$ cat config.mk
export PLATFORM = sky130hd
export DESIGN_NAME = nvram_upload_ctl
export DESIGN_NICKNAME = d
export VERILOG_FILES = /design/src/rtl/nvram_pkg.sv /design/src/rtl/lat_pipe.sv /design/src/rtl/nvram_upload_ctl.sv
export SDC_FILE = /design/constraint.sdc
export NUM_CORES = 1
export LEC_CHECK = 0
export ABC_CLOCK_PERIOD_IN_PS = 5480
export CORE_MARGIN = 2
export CORE_UTILIZATION = 57
export CTS_BUF_LIST = sky130_fd_sc_hd__clkbuf_8
export DETAILED_ROUTE_END_ITERATION = 8
export GPL_TIMING_DRIVEN = 0
export PLACE_DENSITY = 0.95
export SYNTH_ARGS = -nofsm -noshare
export SYNTH_HDL_FRONTEND = slang
export SYNTH_SLANG_ARGS = --single-unit
$ cat constraint.sdc
create_clock -name clk_sys -period 5.48 [get_ports clk_sys]
set_input_delay 1.096 -clock clk_sys [delete_from_list [all_inputs] [get_ports clk_sys]]
set_output_delay 1.096 -clock clk_sys [all_outputs]
set_load 0.03 [all_outputs]
$ cat src/rtl/nvram_pkg.sv
// Shared types and defaults for the NVRAM upload responder.
package nvram_pkg;

    typedef enum logic [2:0] {
        ST_IDLE   = 3'd0,
        ST_PAUSE  = 3'd1,
        ST_READY  = 3'd2,
        ST_FETCH  = 3'd3,
        ST_LAT    = 3'd4,
        ST_FINISH = 3'd5
    } upl_state_t;

    localparam logic [7:0] UPL_INDEX_DEF = 8'd4;
    localparam logic [7:0] FILL_DEF      = 8'hFF;

endpackage

$ cat src/rtl/lat_pipe.sv
// RD_LAT-deep valid shift register: strike marks the cycle mem_q is valid.
module lat_pipe #(
    parameter int RD_LAT = 1
) (
    input  logic clk_sys,
    input  logic reset,
    input  logic start,
    output logic strike
);

    logic [RD_LAT-1:0] vld_r;

    // Shift the read-issued marker down the latency chain.
    always_ff @(posedge clk_sys or posedge reset) begin
        if (reset) begin
            vld_r <= '0;
        end else begin
            vld_r[0] <= start;
            for (int i = 1; i < RD_LAT; i++) begin
                vld_r[i] <= vld_r[i-1];
            end
        end
    end

    assign strike = vld_r[RD_LAT-1];

endmodule

$ cat src/rtl/nvram_upload_ctl.sv
// Serves hps_io upload read strobes from save RAM while the CPU is paused,
// and tracks whether save RAM changed since the last complete upload.
module nvram_upload_ctl
    import nvram_pkg::*;
#(
    parameter int         AW        = 11,
    parameter int         DEPTH     = 2048,
    parameter logic [7:0] UPL_INDEX = UPL_INDEX_DEF,
    parameter int         RD_LAT    = 1,
    parameter logic [7:0] FILL      = FILL_DEF
) (
    input  logic          clk_sys,
    input  logic          reset,
    input  logic          ioctl_upload,
    input  logic [7:0]    ioctl_index,
    input  logic          ioctl_rd,
    input  logic [24:0]   ioctl_addr,
    output logic [7:0]    ioctl_din,
    output logic          ioctl_wait,
    output logic          pause_req,
    input  logic          pause_ack,
    output logic [AW-1:0] mem_addr,
    output logic          mem_rd,
    input  logic [7:0]    mem_q,
    input  logic          cpu_we,
    output logic          save_dirty,
    output logic          upl_busy
);

    localparam int             CW      = $clog2(DEPTH + 1);
    localparam logic [24:0]    DEPTH_A = 25'(DEPTH);
    localparam logic [CW-1:0]  DEPTH_C = CW'(DEPTH);

    upl_state_t     state_r, state_nxt_s;
    logic           sel_s, sel_r, rise_s, strike_s, fin_clr_s;
    logic           wait_r, wait_nxt_s, pend_r, pend_nxt_s, sess_we_r;
    logic           pause_nxt_s, busy_nxt_s, mem_rd_nxt_s;
    logic [7:0]     din_nxt_s;
    logic [AW-1:0]  mem_addr_nxt_s;
    logic [24:0]    addr_r, addr_nxt_s, req_addr_s;
    logic [CW-1:0]  cnt_r, cnt_nxt_s;

    assign sel_s      = ioctl_upload && (ioctl_index == UPL_INDEX);
    assign rise_s     = sel_s && !sel_r;
    assign req_addr_s = ioctl_rd ? ioctl_addr : addr_r;
    assign ioctl_wait = wait_r | ((state_r == ST_READY) & sel_s & ioctl_rd);
    assign fin_clr_s  = (state_r == ST_FINISH) && (cnt_r == DEPTH_C) && !sess_we_r;

    lat_pipe #(.RD_LAT(RD_LAT)) u_lat_pipe (
        .clk_sys (clk_sys),
        .reset   (reset),
        .start   (mem_rd),
        .strike  (strike_s)
    );

    // Next-state and next-output decode; mem_rd is issued on entry to FETCH.
    always_comb begin
        state_nxt_s    = state_r;
        pause_nxt_s    = pause_req;
        busy_nxt_s     = upl_busy;
        wait_nxt_s     = wait_r;
        din_nxt_s      = ioctl_din;
        mem_rd_nxt_s   = 1'b0;
        mem_addr_nxt_s = mem_addr;
        addr_nxt_s     = addr_r;
        pend_nxt_s     = pend_r;
        cnt_nxt_s      = cnt_r;
        case (state_r)
            ST_IDLE: begin
                if (rise_s) begin
                    state_nxt_s = ST_PAUSE;
                    pause_nxt_s = 1'b1;
                    busy_nxt_s  = 1'b1;
                    wait_nxt_s  = 1'b1;
                    pend_nxt_s  = 1'b0;
                    cnt_nxt_s   = '0;
                end else begin
                    state_nxt_s = ST_IDLE;
                end
            end
            ST_PAUSE: begin
                if (ioctl_rd) begin
                    addr_nxt_s = ioctl_addr;
                    pend_nxt_s = 1'b1;
                end else begin
                    addr_nxt_s = addr_r;
                end
                if (!sel_s) begin
                    state_nxt_s = ST_FINISH;
                    pause_nxt_s = 1'b0;
                    busy_nxt_s  = 1'b0;
                    wait_nxt_s  = 1'b0;
                    pend_nxt_s  = 1'b0;
                end else if (pause_ack) begin
                    if (pend_r || ioctl_rd) begin
                        state_nxt_s    = ST_FETCH;
                        pend_nxt_s     = 1'b0;
                        mem_addr_nxt_s = req_addr_s[AW-1:0];
                        mem_rd_nxt_s   = (req_addr_s < DEPTH_A);
                    end else begin
                        state_nxt_s = ST_READY;
                        wait_nxt_s  = 1'b0;
                    end
                end else begin
                    state_nxt_s = ST_PAUSE;
                end
            end
            ST_READY: begin
                if (!sel_s) begin
                    state_nxt_s = ST_FINISH;
                    pause_nxt_s = 1'b0;
                    busy_nxt_s  = 1'b0;
                    wait_nxt_s  = 1'b0;
                end else if (ioctl_rd) begin
                    state_nxt_s    = ST_FETCH;
                    wait_nxt_s     = 1'b1;
                    addr_nxt_s     = ioctl_addr;
                    mem_addr_nxt_s = ioctl_addr[AW-1:0];
                    mem_rd_nxt_s   = (ioctl_addr < DEPTH_A);
                end else begin
                    state_nxt_s = ST_READY;
                end
            end
            ST_FETCH: begin
                if (addr_r < DEPTH_A) begin
                    state_nxt_s = ST_LAT;
                end else begin
                    state_nxt_s = ST_READY;
                    din_nxt_s   = FILL;
                    wait_nxt_s  = 1'b0;
                end
            end
            ST_LAT: begin
                if (strike_s) begin
                    state_nxt_s = ST_READY;
                    din_nxt_s   = mem_q;
                    wait_nxt_s  = 1'b0;
                    cnt_nxt_s   = (cnt_r == DEPTH_C) ? cnt_r : cnt_r + CW'(1);
                end else begin
                    state_nxt_s = ST_LAT;
                end
            end
            ST_FINISH: begin
                state_nxt_s = ST_IDLE;
            end
            default: begin
                state_nxt_s = ST_IDLE;
                pause_nxt_s = 1'b0;
                busy_nxt_s  = 1'b0;
                wait_nxt_s  = 1'b0;
            end
        endcase
    end

    // FSM state, registered outputs and transaction bookkeeping.
    always_ff @(posedge clk_sys or posedge reset) begin
        if (reset) begin
            state_r   <= ST_IDLE;
            sel_r     <= 1'b0;
            wait_r    <= 1'b0;
            pend_r    <= 1'b0;
            addr_r    <= '0;
            cnt_r     <= '0;
            pause_req <= 1'b0;
            upl_busy  <= 1'b0;
            ioctl_din <= 8'h00;
            mem_rd    <= 1'b0;
            mem_addr  <= '0;
        end else begin
            state_r   <= state_nxt_s;
            sel_r     <= sel_s;
            wait_r    <= wait_nxt_s;
            pend_r    <= pend_nxt_s;
            addr_r    <= addr_nxt_s;
            cnt_r     <= cnt_nxt_s;
            pause_req <= pause_nxt_s;
            upl_busy  <= busy_nxt_s;
            ioctl_din <= din_nxt_s;
            mem_rd    <= mem_rd_nxt_s;
            mem_addr  <= mem_addr_nxt_s;
        end
    end

    // Remember any CPU write seen while a session is open.
    always_ff @(posedge clk_sys or posedge reset) begin
        if (reset) begin
            sess_we_r <= 1'b0;
        end else if ((state_r == ST_IDLE) && rise_s) begin
            sess_we_r <= 1'b0;
        end else if (cpu_we && (state_r != ST_IDLE)) begin
            sess_we_r <= 1'b1;
        end else begin
            sess_we_r <= sess_we_r;
        end
    end

    // Dirty flag: a write always wins over the end-of-upload clear.
    always_ff @(posedge clk_sys or posedge reset) begin
        if (reset) begin
            save_dirty <= 1'b0;
        end else if (cpu_we) begin
            save_dirty <= 1'b1;
        end else if (fin_clr_s) begin
            save_dirty <= 1'b0;
        end else begin
            save_dirty <= save_dirty;
        end
    end

endmodule

Word-level counts from Yosys, hierarchy flattened. Index checks and enable logic that the tools add are counted.

Register bits after elaboration: 67. Output and inout port bits: 24.

Add/sub/neg operators: 1. Magnitude comparators: 3. Equality and inequality tests: 20. Bitwise operators: 5. Muxes and demuxes: 52. Reduce and logical (&&, ||, !) cells: 26.

Operators by type and width (number): 25-bit by 12-bit less-than comparator with 1-bit output (second input constant) (3); 11-bit two-way mux (5); 25-bit two-way mux (2); 25-bit one-hot mux with 2 select lines (1); 12-bit two-way mux (3); 1-bit two-way mux (26); 12-bit one-hot mux with 2 select lines (1); 11-bit one-hot mux with 2 select lines (1); 2-bit != test (second input constant) (9); 8-bit two-way mux (2); 8-bit one-hot mux with 2 select lines (1); 3-bit two-way mux (5); 3-bit one-hot mux with 5 select lines (1); 12-bit by 1-bit adder with 12-bit output (second input constant) (1); 12-bit == test (second input constant) (1); 2-bit nonzero test (6); 3-bit != test (second input constant) (3); 8-bit by 3-bit == test with 1-bit output (second input constant) (1); 7-bit AND reduction (1); 3-bit by 2-bit == test with 1-bit output (second input constant) (2); 3-bit == test (second input constant) (2); 1-bit logical AND (6); 1-bit one-hot mux with 6 select lines (1); 3-bit AND reduction (2); other kinds (16) (21).

Longest topological paths before layout.
Depth after elaboration: 6. Gate-level depth with buffers: 7. Mapped depth without buffers: 6.

Hierarchy. Synthesis repeated with hierarchy kept, for this count alone.

Cell total of the unflattened synthesis: 283. Area total of the unflattened synthesis: 3165.5 µm².

Modules (own cells, without submodules): nvram_upload_ctl (area an instance 3136.8 µm², times used 1, cells an instance 281); lat_pipe (area an instance 28.8 µm², times used 1, cells an instance 2).

Worst setup path before layout. No wires, ideal clock.

Path type: in2out. Start point: input ioctl_index[0]. End point: output ioctl_wait. Cell stages on the path: 4. Slack: 2.227 ns. Arrival time: 2.157 ns. Cell sequence: nor4_4 > nand3b_2 > buf_6 > o21bai_1.

Word-level cells in the longest chain between the ends: 5.

RTL lines: start: declaration (line nvram_upload_ctl.sv:15) `input logic [7:0] ioctl_index,`; 8-bit by 3-bit == test with 1-bit output (line nvram_upload_ctl.sv:43) `assign sel_s = ioctl_upload && (ioctl_index == UPL_INDEX);`; 1-bit logical AND (line nvram_upload_ctl.sv:43); 1-bit bitwise AND (2 in a row) (line nvram_upload_ctl.sv:46) `assign ioctl_wait = wait_r | ((state_r == ST_READY) & sel_s & ioctl_rd);`; 1-bit bitwise OR (line nvram_upload_ctl.sv:46); end: declaration (line nvram_upload_ctl.sv:19) `output logic ioctl_wait,`.

Every way passes these cells.

Worst setup path in the final report. Ends and elaborated chain as after synthesis.

==> impl_metrics.tcl <==
set metrics [dict create \
    diodes 0 \
    hp-class "register to register" \
    reg2reg_depth 5 \
    drt_first_pass_iters 4 \
    fmax_mhz 240 \
    status "finished, final reports clean" \
    numCtsBuffers 9 \
    grt_remaining_overflow 0 \
    arrival_ns 3.07 \
    first_global_vias 2678 \
    layout_common_cells "clkdlybuf4s50_1 (69), dfrtp_1 (67), nand2_1 (30)" \
    setup_viol 0 \
    fin_nets 415 \
    critPathMaxStageDelay_ns 0.69 \
    final.fill_count 328 \
    syn2layout_area_growth_pct 32.5 \
    clk_pin_slew_ns 0.07 \
    clk_path_buf_depth 2 \
    max-slew-margin-rel_pct 69.0 \
    yosysSeqAreaShare_pct 50.9 \
    dieWidth_um 80.0 \
    coreArea_um2 5540 \
    dp_hpwl_mm 5.37 \
    synth_fp_nets 333 \
    yosys_warnings 0 \
    vias_per_cell 5.81 \
    setup_tns_ns 0 \
    cpMaxStageDelayCell "clkdlybuf4s50_1" \
    syn_inst 284 \
    wl_per_cell_um 18.1 \
    ioPinCount 71 \
    crit_type "primary input to output pin" \
    hold_buffers 0 \
    report.final.hold_viol_count 0 \
    initial_utilization_pct 59.5 \
    drive_above_1_share_pct 18.3 \
    path_common_cell "clkdlybuf4s50_1" \
    finalCritPeriodShare_pct 76.0 \
    min_to "u_lat_pipe.strike" \
    p_per_area_nw_per_um2 285 \
    maxCapViolCount 0 \
    synth_edf_count 0 \
    syn_area_um2 3300 \
    placed_cell_area_um2 4120 \
    fin_ws_ns 1.32 \
    final_common_cell "clkdlybuf4s50_1" \
    crit_cells 6 \
    cts_tree "done" \
    num_vias 2574 \
    required_ns 4.38 \
    postSynthRegisterBits 67 \
    synthArstFlopShare_pct 100 \
    ant_nets 0 \
    cp_top_family "buffers and inverters" \
    rsz0062_at_grt "false" \
    drt-initial-drc-count 185 \
    ys.flop_type "dfrtp_1" \
    path_max_fanout 10 \
    wl_mm 8.01 \
    p_leak_nw 1.95 \
    portBuffers 69 \
    rrSetupSlack_ns 3.54 \
    die_y_um 80.0 \
    synth_area_per_cell_um2 11.6 \
    fin_crit_ns 4.16 \
    place_congestion 0.876 \
    rows 27 \
    antenna_found_initial 0 \
    reg2reg_to "mem_rd" \
    crit_path_start_kind "primary input" \
    cts_root_buf "clkbuf_8" \
    htree_levels 3 \
    insertion_delay_ns 0.35 \
    crit_chain "clkdlybuf4s50_1, nor4_4, nand3b_2, buf_6, o21bai_1, clkdlybuf4s50_1" \
    cts_resized 0 \
    clock-sinks 67 \
    reg2reg_from "addr_r[13]" \
    end_kind "output pin" \
    drc 0 \
    post_cts_buffers 0 \
    final_max_slew_viol_count 0 \
    fin_area_um2 4370 \
    vdd_drop_max_uv 181 \
    dp_slack_ns 1.32 \
    synthDistinctLibCells 57 \
    whs_path_depth 0 \
    holdWs_ns 0.396 \
    grt_use_total_pct 27.2 \
    grt_max_degree 26 \
    grt_pass1_wl_mm 13.1 \
    fin_worst_skew_ns 0.00779 \
    die-area_um2 6410 \
    min_from "mem_rd" \
    path_buf_inv 3 \
    worstMarginPinSlew_ns 0.465 \
]
==> report_power, final <==
part / internal [mW] / switching (mW)
combinational: 0.103 / 0.0979
clock: 0.301 / 0.200
sequential: 0.522 / 0.0223
==> worst max-delay path by stage <==
stage / startpoint / endpoint
floorplan: ioctl_index[0] / ioctl_wait
global placement: ioctl_index[0] / ioctl_wait
detailed placement: ioctl_index[0] / ioctl_wait
CTS: ioctl_index[0] / ioctl_wait
global route: ioctl_index[0] / ioctl_wait
finish: ioctl_index[0] / ioctl_wait
==> metal layers <==
metal,vias up,global-route usage (%),share of wire (%)
li1,1187,-,-
met1,1292,33.0,41
met2,78,46.0,51
met3,17,7.35,6.0
met4,0,10.8,1.9
met5,-,0,0
==> worst register-to-register path: cells and delay by family, from the launching register on <==
family | cells | cell delay (ns)
flops | 1 | 0.38
simple gates | 4 | 1.40
compound gates | 1 | 0.10
==> Yosys cell counts, types with 4 or more instances <==
cell	instances	share of area, %
buf_6	4	1.4
a21oi_1	6	0.91
xor2_1	4	1.1
nor2_1	17	1.9
inv_1	5	0.57
dfrtp_1	67	51
nand3_1	4	0.61
mux2i_1	13	3.9
buf_2	5	0.76
nor3_1	4	0.61
mux2_4	20	9.1
o21ai_0	10	1.5
xnor2_1	4	1.1
o22a_1	8	2.1
o21ai_1	8	1.2
nor4_1	5	0.95
mux2_2	7	2.4
nand2_1	30	3.4
==> stage by stage <==
step / utilization [%] / total power, mW / instances
after CTS: 78.8 / 1.25 / 443
after floorplan: - / 0.669 / 284
after detailed placement: 74.4 / 0.751 / 427
final: 78.8 / 1.25 / 443
after global placement: 73.6 / 0.736 / 425
after global routing: 78.8 / 1.29 / 443
==> cell type report <==
class	count	area [µm²]	area share, %
plain buffers	15	104	2.38
clock buffers	9	124	2.84
clock inverters	7	118	2.69
inverters	6	22.5	0.516
multi-input cells	196	1490	34.2
flip-flops and latches	67	1680	38.4
well taps	72	90.1	2.06
repair buffers	71	738	16.9
==> flip-flops by register name, indices dropped and copies added, names as in the netlist, 3 cells and up <==
register / flops
state_r: 3
ioctl_din: 8
cnt_r: 12
addr_r: 25
mem_addr: 11
==> cell families (layout without fill, tap and decap cells) <==
logic type               Yosys count  in the layout  share of synthesized area, %
AND/OR/NAND/NOR                   97             97                          17.1
flip-flops                        67             67                          50.9
AO/OA/AOI/OAI                     49             49                          9.83
multiplexers                      40             40                          15.5
buffers and inverters             21            108                          3.83
XOR/XNOR                           8              8                          2.13
adder cells (fa/ha/maj)            2              2                         0.759
Power figures use the tool's default switching activity.
